File: src/rtl/codec_config_pkg.sv
// Shared types for the codec configuration sequencer.
//   state_t     : sequencer FSM states
//   cfg_entry_t : one table entry {addr, data, poll}
//   cfg_table_t : full-depth table, indexed by an 8-bit entry index
//   DEFAULT_TABLE : WM8731 bring-up writes sent through the AV Config data register
package codec_config_pkg;

    localparam int TABLE_DEPTH          = 256;
    localparam int DEFAULT_NUM_ENTRIES  = 11;
    localparam logic [1:0] AV_DATA_ADDR = 2'd3;

    typedef enum logic [2:0] {
        IDLE,
        WRITE,
        POLL,
        GAP,
        NEXT,
        DONE,
        ERROR
    } state_t;

    typedef struct packed {
        logic [1:0]  addr;
        logic [31:0] data;
        logic        poll;
    } cfg_entry_t;

    typedef cfg_entry_t [TABLE_DEPTH-1:0] cfg_table_t;

    // Codec register writes are 7-bit register number + 9-bit value.
    function automatic cfg_entry_t wm8731_write(input logic [6:0] reg_addr, input logic [8:0] value);
        cfg_entry_t e;
        e.addr = AV_DATA_ADDR;
        e.data = {16'h0000, reg_addr, value};
        e.poll = 1'b1;
        return e;
    endfunction

    function automatic cfg_table_t build_default_table();
        cfg_table_t t;
        t     = '0;
        t[0]  = wm8731_write(7'd15, 9'h000); // reset
        t[1]  = wm8731_write(7'd0,  9'h017); // left line in
        t[2]  = wm8731_write(7'd1,  9'h017); // right line in
        t[3]  = wm8731_write(7'd2,  9'h079); // left headphone
        t[4]  = wm8731_write(7'd3,  9'h079); // right headphone
        t[5]  = wm8731_write(7'd4,  9'h012); // analog path
        t[6]  = wm8731_write(7'd5,  9'h000); // digital path
        t[7]  = wm8731_write(7'd6,  9'h000); // power down control
        t[8]  = wm8731_write(7'd7,  9'h042); // digital interface format
        t[9]  = wm8731_write(7'd8,  9'h000); // sampling control
        t[10] = wm8731_write(7'd9,  9'h001); // activate
        return t;
    endfunction

    localparam cfg_table_t DEFAULT_TABLE = build_default_table();

endpackage

File: src/rtl/codec_config_sequencer_if.sv
// Avalon-MM bus between the sequencer (master) and the AV Config slave.
//   address/byteenable/read/write/writedata : master -> slave
//   readdata/waitrequest                    : slave -> master
interface codec_config_sequencer_if;

    logic [1:0]  av_config_slave_address;
    logic [3:0]  av_config_slave_byteenable;
    logic        av_config_slave_read;
    logic        av_config_slave_write;
    logic [31:0] av_config_slave_writedata;
    logic [31:0] av_config_slave_readdata;
    logic        av_config_slave_waitrequest;

    modport master (
        output av_config_slave_address,
        output av_config_slave_byteenable,
        output av_config_slave_read,
        output av_config_slave_write,
        output av_config_slave_writedata,
        input  av_config_slave_readdata,
        input  av_config_slave_waitrequest
    );

    modport slave (
        input  av_config_slave_address,
        input  av_config_slave_byteenable,
        input  av_config_slave_read,
        input  av_config_slave_write,
        input  av_config_slave_writedata,
        output av_config_slave_readdata,
        output av_config_slave_waitrequest
    );

endinterface

File: src/rtl/codec_init_rom.sv
// Combinational lookup of the configuration table.
//   i_idx   : entry index
//   o_entry : {addr, data, poll} of that entry
module codec_init_rom
    import codec_config_pkg::*;
#(
    parameter cfg_table_t TABLE = DEFAULT_TABLE
) (
    input  logic [7:0] i_idx,
    output cfg_entry_t o_entry
);

    assign o_entry = TABLE[i_idx];

endmodule

File: src/rtl/codec_config_sequencer.sv
// Walks the configuration table, writing each entry to the AV Config slave and,
// for flagged entries, polling the status register until the transfer finishes.
//   clk, reset : clock, synchronous active-high reset
//   start      : single-cycle pulse, (re)runs the sequence when not busy
//   busy       : sequence in progress
//   done       : sequence completed (sticky until next run)
//   error      : status poll timed out (sticky until next run)
//   entry_idx  : current / failing table index
//   av         : Avalon-MM master port to the AV Config slave
module codec_config_sequencer
    import codec_config_pkg::*;
#(
    parameter int unsigned NUM_ENTRIES = DEFAULT_NUM_ENTRIES,
    parameter logic [1:0]  STATUS_ADDR = 2'd1,
    parameter int unsigned BUSY_BIT    = 0,
    parameter int unsigned POLL_LIMIT  = 1024,
    parameter bit          AUTO_START  = 1'b1,
    parameter cfg_table_t  TABLE       = DEFAULT_TABLE
) (
    input  logic       clk,
    input  logic       reset,
    input  logic       start,
    output logic       busy,
    output logic       done,
    output logic       error,
    output logic [7:0] entry_idx,
    codec_config_sequencer_if.master av
);

    localparam int unsigned    CNT_W    = (POLL_LIMIT > 1) ? $clog2(POLL_LIMIT) : 1;
    localparam logic [CNT_W-1:0] CNT_LAST = CNT_W'(POLL_LIMIT - 1);
    localparam logic [7:0]     LAST_IDX = 8'(NUM_ENTRIES - 1);

    state_t           r_state;
    logic [7:0]       r_idx;
    logic [CNT_W-1:0] r_poll_cnt;
    logic             r_pending;
    logic             r_busy;
    logic             r_done;
    logic             r_error;
    logic             r_read;
    logic             r_write;
    logic [1:0]       r_address;
    logic [3:0]       r_byteenable;
    logic [31:0]      r_writedata;

    logic [7:0]       w_rom_idx;
    cfg_entry_t       w_entry;
    logic             w_unused_status;

    // Only the busy bit of the status word drives the sequence.
    assign w_unused_status = ^av.av_config_slave_readdata;

    // The bus outputs are registered, so the ROM is addressed with the index of the
    // write about to be issued: entry 0 when launching, idx+1 when advancing.
    always_comb begin
        w_rom_idx = r_idx;
        case (r_state)
            NEXT:              w_rom_idx = r_idx + 8'd1;
            IDLE, DONE, ERROR: w_rom_idx = 8'd0;
            default:           w_rom_idx = r_idx;
        endcase
    end

    codec_init_rom #(
        .TABLE(TABLE)
    ) u_rom (
        .i_idx   (w_rom_idx),
        .o_entry (w_entry)
    );

    always_ff @(posedge clk) begin
        if (reset) begin
            r_state      <= IDLE;
            r_idx        <= '0;
            r_poll_cnt   <= '0;
            r_pending    <= AUTO_START;
            r_busy       <= 1'b0;
            r_done       <= 1'b0;
            r_error      <= 1'b0;
            r_read       <= 1'b0;
            r_write      <= 1'b0;
            r_address    <= '0;
            r_byteenable <= '0;
            r_writedata  <= '0;
        end else begin
            case (r_state)
                IDLE, DONE, ERROR: begin
                    // r_pending can only be set while in IDLE.
                    if (r_pending || start) begin
                        r_state      <= WRITE;
                        r_idx        <= '0;
                        r_pending    <= 1'b0;
                        r_done       <= 1'b0;
                        r_error      <= 1'b0;
                        r_busy       <= 1'b1;
                        r_write      <= 1'b1;
                        r_address    <= w_entry.addr;
                        r_byteenable <= 4'hF;
                        r_writedata  <= w_entry.data;
                    end
                end
                WRITE: begin
                    if (!av.av_config_slave_waitrequest) begin
                        r_write     <= 1'b0;
                        r_writedata <= '0;
                        if (w_entry.poll) begin
                            r_state    <= POLL;
                            r_poll_cnt <= '0;
                            r_read     <= 1'b1;
                            r_address  <= STATUS_ADDR;
                        end else begin
                            r_state      <= NEXT;
                            r_address    <= '0;
                            r_byteenable <= '0;
                        end
                    end
                end
                POLL: begin
                    if (!av.av_config_slave_waitrequest) begin
                        r_read       <= 1'b0;
                        r_address    <= '0;
                        r_byteenable <= '0;
                        if (!av.av_config_slave_readdata[BUSY_BIT]) begin
                            r_state <= NEXT;
                        end else if (r_poll_cnt == CNT_LAST) begin
                            r_state <= ERROR;
                            r_error <= 1'b1;
                            r_busy  <= 1'b0;
                        end else begin
                            r_poll_cnt <= r_poll_cnt + 1'b1;
                            r_state    <= GAP;
                        end
                    end
                end
                GAP: begin
                    r_state      <= POLL;
                    r_read       <= 1'b1;
                    r_address    <= STATUS_ADDR;
                    r_byteenable <= 4'hF;
                end
                NEXT: begin
                    if (r_idx == LAST_IDX) begin
                        r_state <= DONE;
                        r_done  <= 1'b1;
                        r_busy  <= 1'b0;
                    end else begin
                        r_idx        <= r_idx + 8'd1;
                        r_state      <= WRITE;
                        r_write      <= 1'b1;
                        r_address    <= w_entry.addr;
                        r_byteenable <= 4'hF;
                        r_writedata  <= w_entry.data;
                    end
                end
                default: r_state <= IDLE;
            endcase
        end
    end

    assign busy                           = r_busy;
    assign done                           = r_done;
    assign error                          = r_error;
    assign entry_idx                      = r_idx;
    assign av.av_config_slave_address     = r_address;
    assign av.av_config_slave_byteenable  = r_byteenable;
    assign av.av_config_slave_read        = r_read;
    assign av.av_config_slave_write       = r_write;
    assign av.av_config_slave_writedata   = r_writedata;

endmodule

File: src/flat_wrapper.sv
// flat-port wrapper written by rule: the top's interface ports become plain ports
module codec_config_sequencer_flat import codec_config_pkg::*;
#(
    parameter int unsigned NUM_ENTRIES = DEFAULT_NUM_ENTRIES,
    parameter logic [1:0]  STATUS_ADDR = 2'd1,
    parameter int unsigned BUSY_BIT    = 0,
    parameter int unsigned POLL_LIMIT  = 1024,
    parameter bit          AUTO_START  = 1'b1,
    parameter cfg_table_t  TABLE       = DEFAULT_TABLE
)
  (clk, reset, start, busy, done, error, entry_idx, av_av_config_slave_address, av_av_config_slave_byteenable, av_av_config_slave_read, av_av_config_slave_write, av_av_config_slave_writedata, av_av_config_slave_readdata, av_av_config_slave_waitrequest);
  codec_config_sequencer_if av_i ();
  input  logic clk;
  input  logic reset;
  input  logic start;
  output logic busy;
  output logic done;
  output logic error;
  output logic [7:0] entry_idx;
  output wire logic [$bits(av_i.av_config_slave_address)-1:0] av_av_config_slave_address;
  output wire logic [$bits(av_i.av_config_slave_byteenable)-1:0] av_av_config_slave_byteenable;
  output wire logic [$bits(av_i.av_config_slave_read)-1:0] av_av_config_slave_read;
  output wire logic [$bits(av_i.av_config_slave_write)-1:0] av_av_config_slave_write;
  output wire logic [$bits(av_i.av_config_slave_writedata)-1:0] av_av_config_slave_writedata;
  input wire logic [$bits(av_i.av_config_slave_readdata)-1:0] av_av_config_slave_readdata;
  input wire logic [$bits(av_i.av_config_slave_waitrequest)-1:0] av_av_config_slave_waitrequest;
  assign av_av_config_slave_address = av_i.av_config_slave_address;
  assign av_av_config_slave_byteenable = av_i.av_config_slave_byteenable;
  assign av_av_config_slave_read = av_i.av_config_slave_read;
  assign av_av_config_slave_write = av_i.av_config_slave_write;
  assign av_av_config_slave_writedata = av_i.av_config_slave_writedata;
  assign av_i.av_config_slave_readdata = av_av_config_slave_readdata;
  assign av_i.av_config_slave_waitrequest = av_av_config_slave_waitrequest;
  codec_config_sequencer #(.NUM_ENTRIES(NUM_ENTRIES), .STATUS_ADDR(STATUS_ADDR), .BUSY_BIT(BUSY_BIT), .POLL_LIMIT(POLL_LIMIT), .AUTO_START(AUTO_START), .TABLE(TABLE)) u_core (.clk(clk), .reset(reset), .start(start), .busy(busy), .done(done), .error(error), .entry_idx(entry_idx), .av(av_i));
endmodule
File: config.mk
export PLATFORM = sky130hd
export DESIGN_NAME = codec_config_sequencer_flat
export DESIGN_NICKNAME = d
export VERILOG_FILES = /design/src/rtl/codec_config_pkg.sv /design/src/rtl/codec_config_sequencer_if.sv /design/src/rtl/codec_init_rom.sv /design/src/rtl/codec_config_sequencer.sv /design/src/flat_wrapper.sv
export SDC_FILE = /design/constraint.sdc
export NUM_CORES = 1
export LEC_CHECK = 0
export BUFFER_PORTS_ARGS = -buffer_cell sky130_fd_sc_hd__buf_2
export CORE_MARGIN = 2
export CORE_UTILIZATION = 59
export CTS_CLUSTER_SIZE = 16
export DETAILED_ROUTE_END_ITERATION = 16
export GPL_TIMING_DRIVEN = 1
export PLACE_DENSITY = 0.85
export RECOVER_POWER = 25
export SYNTH_ARGS = -nofsm -noshare
export SYNTH_HDL_FRONTEND = slang
export SYNTH_HIERARCHICAL = 1
export SYNTH_SLANG_ARGS = --single-unit
File: constraint.sdc
create_clock -name clk -period 5.06 [get_ports clk]
set_input_delay 0.506 -clock clk [delete_from_list [all_inputs] [get_ports clk]]
set_output_delay 0.506 -clock clk [all_outputs]
set_load 0.03 [all_outputs]
; Yosys cells after proc, flatten, opt, wreduce, memory -nomap -nowiden
; Memory sizes are Yosys's and may differ from the RTL's.
; Cells that the tools add are included.
[op_classes]
add_sub_neg = 2
order_cmp = 1
eq_ne = 18
muxes = 54
reduce_logical = 21
[op_table]
columns = operator, count
row1 = 2-to-1 mux 32 bit, 3
row2 = one-hot mux 32 bit (3 select lines), 1
row3 = 2-to-1 mux 10 bit, 5
row4 = 2-to-1 mux 35 bit, 1
row5 = one-hot mux 8 bit (2 select lines), 2
row6 = 2-to-1 mux 3 bit, 7
row7 = 2-to-1 mux 4 bit, 5
row8 = one-hot mux 10 bit (2 select lines), 1
row9 = one-hot mux 4 bit (5 select lines), 1
row10 = AND reduction 6 bit, 3
row11 = 2-to-1 mux 8 bit, 2
row12 = 2-to-1 mux 1 bit, 15
row13 = one-hot mux 3 bit (5 select lines), 1
row14 = "inequality test 2 bit, second input constant", 7
row15 = "adder 10 x 1 -> 10 bit, second input constant", 1
row16 = "== test 10 bit, second input constant", 1
row17 = one-hot mux 2 bit (5 select lines), 1
row18 = AND reduction 5 bit, 2
row19 = "== test 3 bit, second input constant", 3
row20 = "< comparator 8 x 9 -> 1 bit, second input constant", 1
row21 = one-hot mux 1 bit (3 select lines), 3
row22 = AND reduction 3 bit, 3
row23 = nonzero test 3 bit, 3
row24 = "adder 8 x 1 -> 8 bit, second input constant", 1
row25 = 13 further kinds, 23
[totals]
register_bits = 65
romBits = 8960
in_bits = 36
out_inout_bits = 51
elab_cells = 109
mem_count = 1
[mem_list]
columns = name, words, width, rd, rd_ports_with_merged_regs, write_ports, line
row1 = (name not given), 256, 35, 1, 0, 0, codec_init_rom.sv:13  ; assign o_entry = TABLE[i_idx];

; Depth between registers and ports, before layout
[depth]
word_depth = 8
ltp_mapped = 14
depth_no_buf = 11

; Cells and area by module
; The synthesis kept the hierarchy.
[modules_own_cells]
columns = module, instances, cells_per_inst, area_per_inst_um2, seq_area_each_um2
row1 = codec_config_sequencer, 1, 326, 3032.9, 1241.2
row2 = codec_init_rom, 1, 65, 523.0, 0.0

; Worst setup path after synthesis
; OpenSTA, ideal clock, no wires.
[synth_path]
kind = flip-flop to flip-flop
startpoint = register u_core.r_idx[1] (netlist: u_core/entry_idx[1])
endpoint = register u_core.r_poll_cnt[7]
setup_time_ns = 0.135
arrival_ns = 3.200
required_ns = 4.925
setup_slack_ns = 1.724
stages_incl_launch_ff = 14
n_path_buf = 2
synth_period_minus_slack_ns = 3.336
cell_sequence = dfxtp_1 ha_1 and3_1 nor2_1 o21ai_0 nand2_1 or4_4 buf_6 nor2_1 nand3b_1 a211o_1 clkbuf_1 o311ai_0 o41ai_1
[synth_rtl]
columns = item, line
row1 = "start, declared", codec_config_sequencer.sv:35  ; logic [7:0] r_idx;
row2 = "start signal, assigned", codec_config_sequencer.sv:148  ; r_idx <= r_idx + 8'd1;
row3 = "end signal, assigned", codec_config_sequencer.sv:131  ; r_poll_cnt <= r_poll_cnt + 1'b1;
row4 = "end, declared", codec_config_sequencer.sv:36  ; logic [CNT_W-1:0] r_poll_cnt;

==> results.txt <==
* Global Route Usage Sum: 0.2267
* Final Worst Setup Slack: 896.7 ps
- During placement, the flow inserted port buffers numbering 55.
- For the final routed database, the setup TNS stands at 0 ps.
- The largest individual stage delay along the critical path comes from the cell dfxtp_1.
- Across the run, the number of max-cap violations was 0.
- Kind of cell adding the most delay to the critical path: compound AO/OA/AOI/OAI gates
- Area of the mapped netlist: between 3000 and 4000 um2
- Of the synthesized area, sequential elements account for 0.3490.
- The pre-antenna-repair detailed-routing pass consisted of 5 iterations.
- Of all nets on the critical path, the largest fanout is 28.
- TritonCTS created 9 clock buffers.
* LEAKAGE: approximately 1.5 nW
- Top FF cell, synth: dfxtp_1
* CTS sink count: 62
- Clock latency on the worst-skew pair, taken at its later pin, is roughly 350 ps.
- Diode insertion count for antenna repair: 0
- Relative max-transition margin: 0.4594
- Wire length of the first global-routing pass: between 10000 and 15000 um
- Number of levels the H-tree was split into: 3
- The number of antenna violations at the first check in global routing was 0.
- Height of the chip: roughly 82 um
- Share of async-settable or async-resettable flops after synthesis: 0
* Total number of cells along the worst setup path: 10
* Syn-to-layout area delta: 6.615%
* Critical R2R Capture: u_core/r_poll_cnt[1]
* Count of synthesis-stage warnings from yosys: 6
- After legalization and detailed placement, the total HPWL measured 4924 um.
- Startpoint-to-endpoint class of the critical path: reg -> reg
- IO Pins: 87
* Min-Delay Path Class: reg -> reg
- In this run the standard cell core region covers a little under 6000 um2.
* Post-Synthesis Cells: between 300 and 400
- Flip-flop and latch count after synthesis: 62
- Power density over the cells: a little over 400 nW/um2
- For the final database, setup skew stands at ~7.5 ps.
- Final max-slew violation count: 0
- In the final layout, the share of cells above drive strength 1 is 0.1674.
* Post-route DRC violation count: 0
- Synthesis instantiated 66 different standard cells from the library.
- The via count of the first global-routing pass is ~2600.
- In this run the register-to-register setup slack is ~900 ps.
- CTS Root Buffer Type: clkbuf_8
- Post-layout net count: 470
- The final hold violation count came to 0.
- In the synthesized netlist, the cells that appear most often are dfxtp_1 (62), a22o_1 (32), buf_4 (29), nand2_1 (26), o21ai_0 (26).
- Required time of the critical path: 5330 ps
- Entering global routing, the biggest net connects 34 pins.
* Reg2Reg Depth: 10
* Fmax: approximately 240 MHz
- Overall die width: 81.64 um
- Traced cell by cell, the critical path runs through nand2b_1 -> a21boi_0 -> o21ai_0 -> ha_1 -> o21a_1 -> nor2_1 -> nand3b_1 -> a211o_1 -> or4b_1 -> a21oi_1.
- Highest ir drop seen on vdd: 0.3194 mV
- Endpoints failing setup: 0
- The worst setup path is launched from a flip-flop.
* Routed length per instance: 14.50 um
* Via-per-instance ratio: 5.935
- Number of buffer and inverter instances along the worst setup path: 0
* Top-count cell post-synth: dfxtp_1
- Critical path arrival: 4430 ps
- Synth top area share: 0.3490
- Area of the die: between 6000 and 7000 um2
* Beginning of the worst register-to-register path: u_core/r_state[1]
* Post-CTS Setup Inserts: 0
* Library cell with the largest summed area after synthesis: dfxtp_1
- Status: completed
* CTS tree: built
- Effective utilization at floorplan: 0.6042
- In this run the core area contains 28 standard-cell rows.
- After clock tree synthesis, the flow added hold-fix buffers numbering 0.
- Post-CTS repair changed the size of 0 cells.
- Setup repair after global routing left no endpoint under its margin.
- Number of fill cells: around 520
- Clock-pin transition on the worst setup and hold timing paths: about 80 ps
- The detail route stage leaves a number of antenna-violating nets equal to 0.
- For this run the aggregate overflow at the end of global routing stands at 0.
- Following the worst setup path forward leads to its endpoint at u_core/r_poll_cnt[1].
* Max Buffers Root-to-Sink: 2
* Crit end category: flip-flop
* Number of violations reported at the end of detailed-routing iteration 0: about 290
* Peak per-stage delay on the critical path: 570 ps
- Routability-driven placement finished with a final weighted congestion of 0.8689.
- Prior to clock tree synthesis, the placed netlist has a worst setup slack of between 900 and 1000 ps.
- Vias: 2997
* Top cells by area in the synthesized netlist: dfxtp_1 (35%), a22o_1 (7.9%), buf_4 (6.1%)
* Slew at the pin closest to its max-slew limit: 809.9 ps
* Timing startpoint of the critical path: u_core/r_state[1]
- After layout, the minimum clock period comes to 4163 ps.
- The completed layout was analyzed and its total power is ~1.6 mW.
* Final wirelength: approximately 7300 um
* Post-synth EDFFs: 0
* Mean cell area of the mapped netlist: 9.094 um2
- Dividing the final minimum period by the clock period gives 0.8228.
==> flip-flops by register name, indices dropped and copies added, names as in the netlist <==
register	cells
u_core/error	1
u_core/entry_idx	8
u_core/done	1
u_core/av.av_config_slave_read	1
u_core/av.av_config_slave_writedata	32
u_core/av.av_config_slave_write	1
u_core/busy	1
u_core/r_pending	1
u_core/av.av_config_slave_address	2
u_core/r_state	3
u_core/r_poll_cnt	10
u_core/av.av_config_slave_byteenable	1
==> per-stage QoR <==
stage	hold WS (ps)	std cells	utilization	instance area, um2
after global routing	480.9	505	0.6441	3791
after CTS	469.1	505	0.6501	3826
final	465.5	505	0.6441	3791
after global placement	427.4	489	0.6205	3652
after floorplan	436.0	411	-	3631
after detailed placement	451.9	489	0.6205	3652
==> routing by layer <==
metal / GRT usage / up-vias / routed length, um
met5: 0 / - / 0
met4: 0.07167 / 0 / 89
met3: 0.06154 / 10 / 430
met2: 0.3607 / 78 / 3423
met1: 0.2996 / 1419 / 3377
li1: - / 1490 / -
==> cells in the final DEF (no fill, tap or decap), types with 4 or more instances in the layout <==
cell and instances:
dfxtp_1 62, nor3b_1 4, o41ai_1 6, mux2i_1 6
ha_1 9, a21o_1 4, clkbuf_1 28, a31oi_1 5
nor2b_1 6, buf_4 6, buf_2 27, nor2_1 18
a22o_1 32, o311ai_0 7, a21oi_1 22, nor3_1 5
and3_1 6, clkbuf_8 9, o21ai_0 25, conb_1 21
nand2b_1 8, nand3_1 7, inv_1 6, nand2_1 26
==> cells by family after synthesis <==
family	after synthesis	synth area share
buf+inv	65	0.1179
xor+xnor	3	0.007391
flops	62	0.3490
mux	6	0.01689
simple gates	111	0.1967
compound gates	133	0.2762
other cells	1	0.001055
fa+ha+maj	10	0.03483
==> area by class of cell <==
type | instances | area, um2 | share of cell area
tap | 75 | 93.84 | 0.02475
multi-input combinational | 284 | 1971 | 0.5198
timing repair buffer | 61 | 285.3 | 0.07525
clock buffer | 9 | 123.9 | 0.03267
sequential | 62 | 1241 | 0.3274
clock inverter | 7 | 50.05 | 0.01320
inverter | 7 | 26.28 | 0.006931
==> where the power goes <==
part	internal [mW]	switching (mW)	total [mW]
clock	0.178	0.210	0.388
sequential	0.568	0.0685	0.636
combinational	0.171	0.370	0.541
==> worst min path at each step <==
stage / slack [ps] / cells after the start / to / start
floorplan: 440 / 1 / u_core/r_poll_cnt[9] / u_core/r_poll_cnt[9]
global placement: 430 / 1 / u_core/av.av_config_slave_write / u_core/av.av_config_slave_write
detailed placement: 450 / 1 / u_core/av.av_config_slave_write / u_core/av.av_config_slave_write
CTS: 470 / 1 / u_core/av.av_config_slave_write / u_core/av.av_config_slave_write
global route: 480 / 1 / u_core/av.av_config_slave_write / u_core/av.av_config_slave_write
finish: 470 / 1 / u_core/av.av_config_slave_write / u_core/av.av_config_slave_write
(Power assumes the default switching activity.)
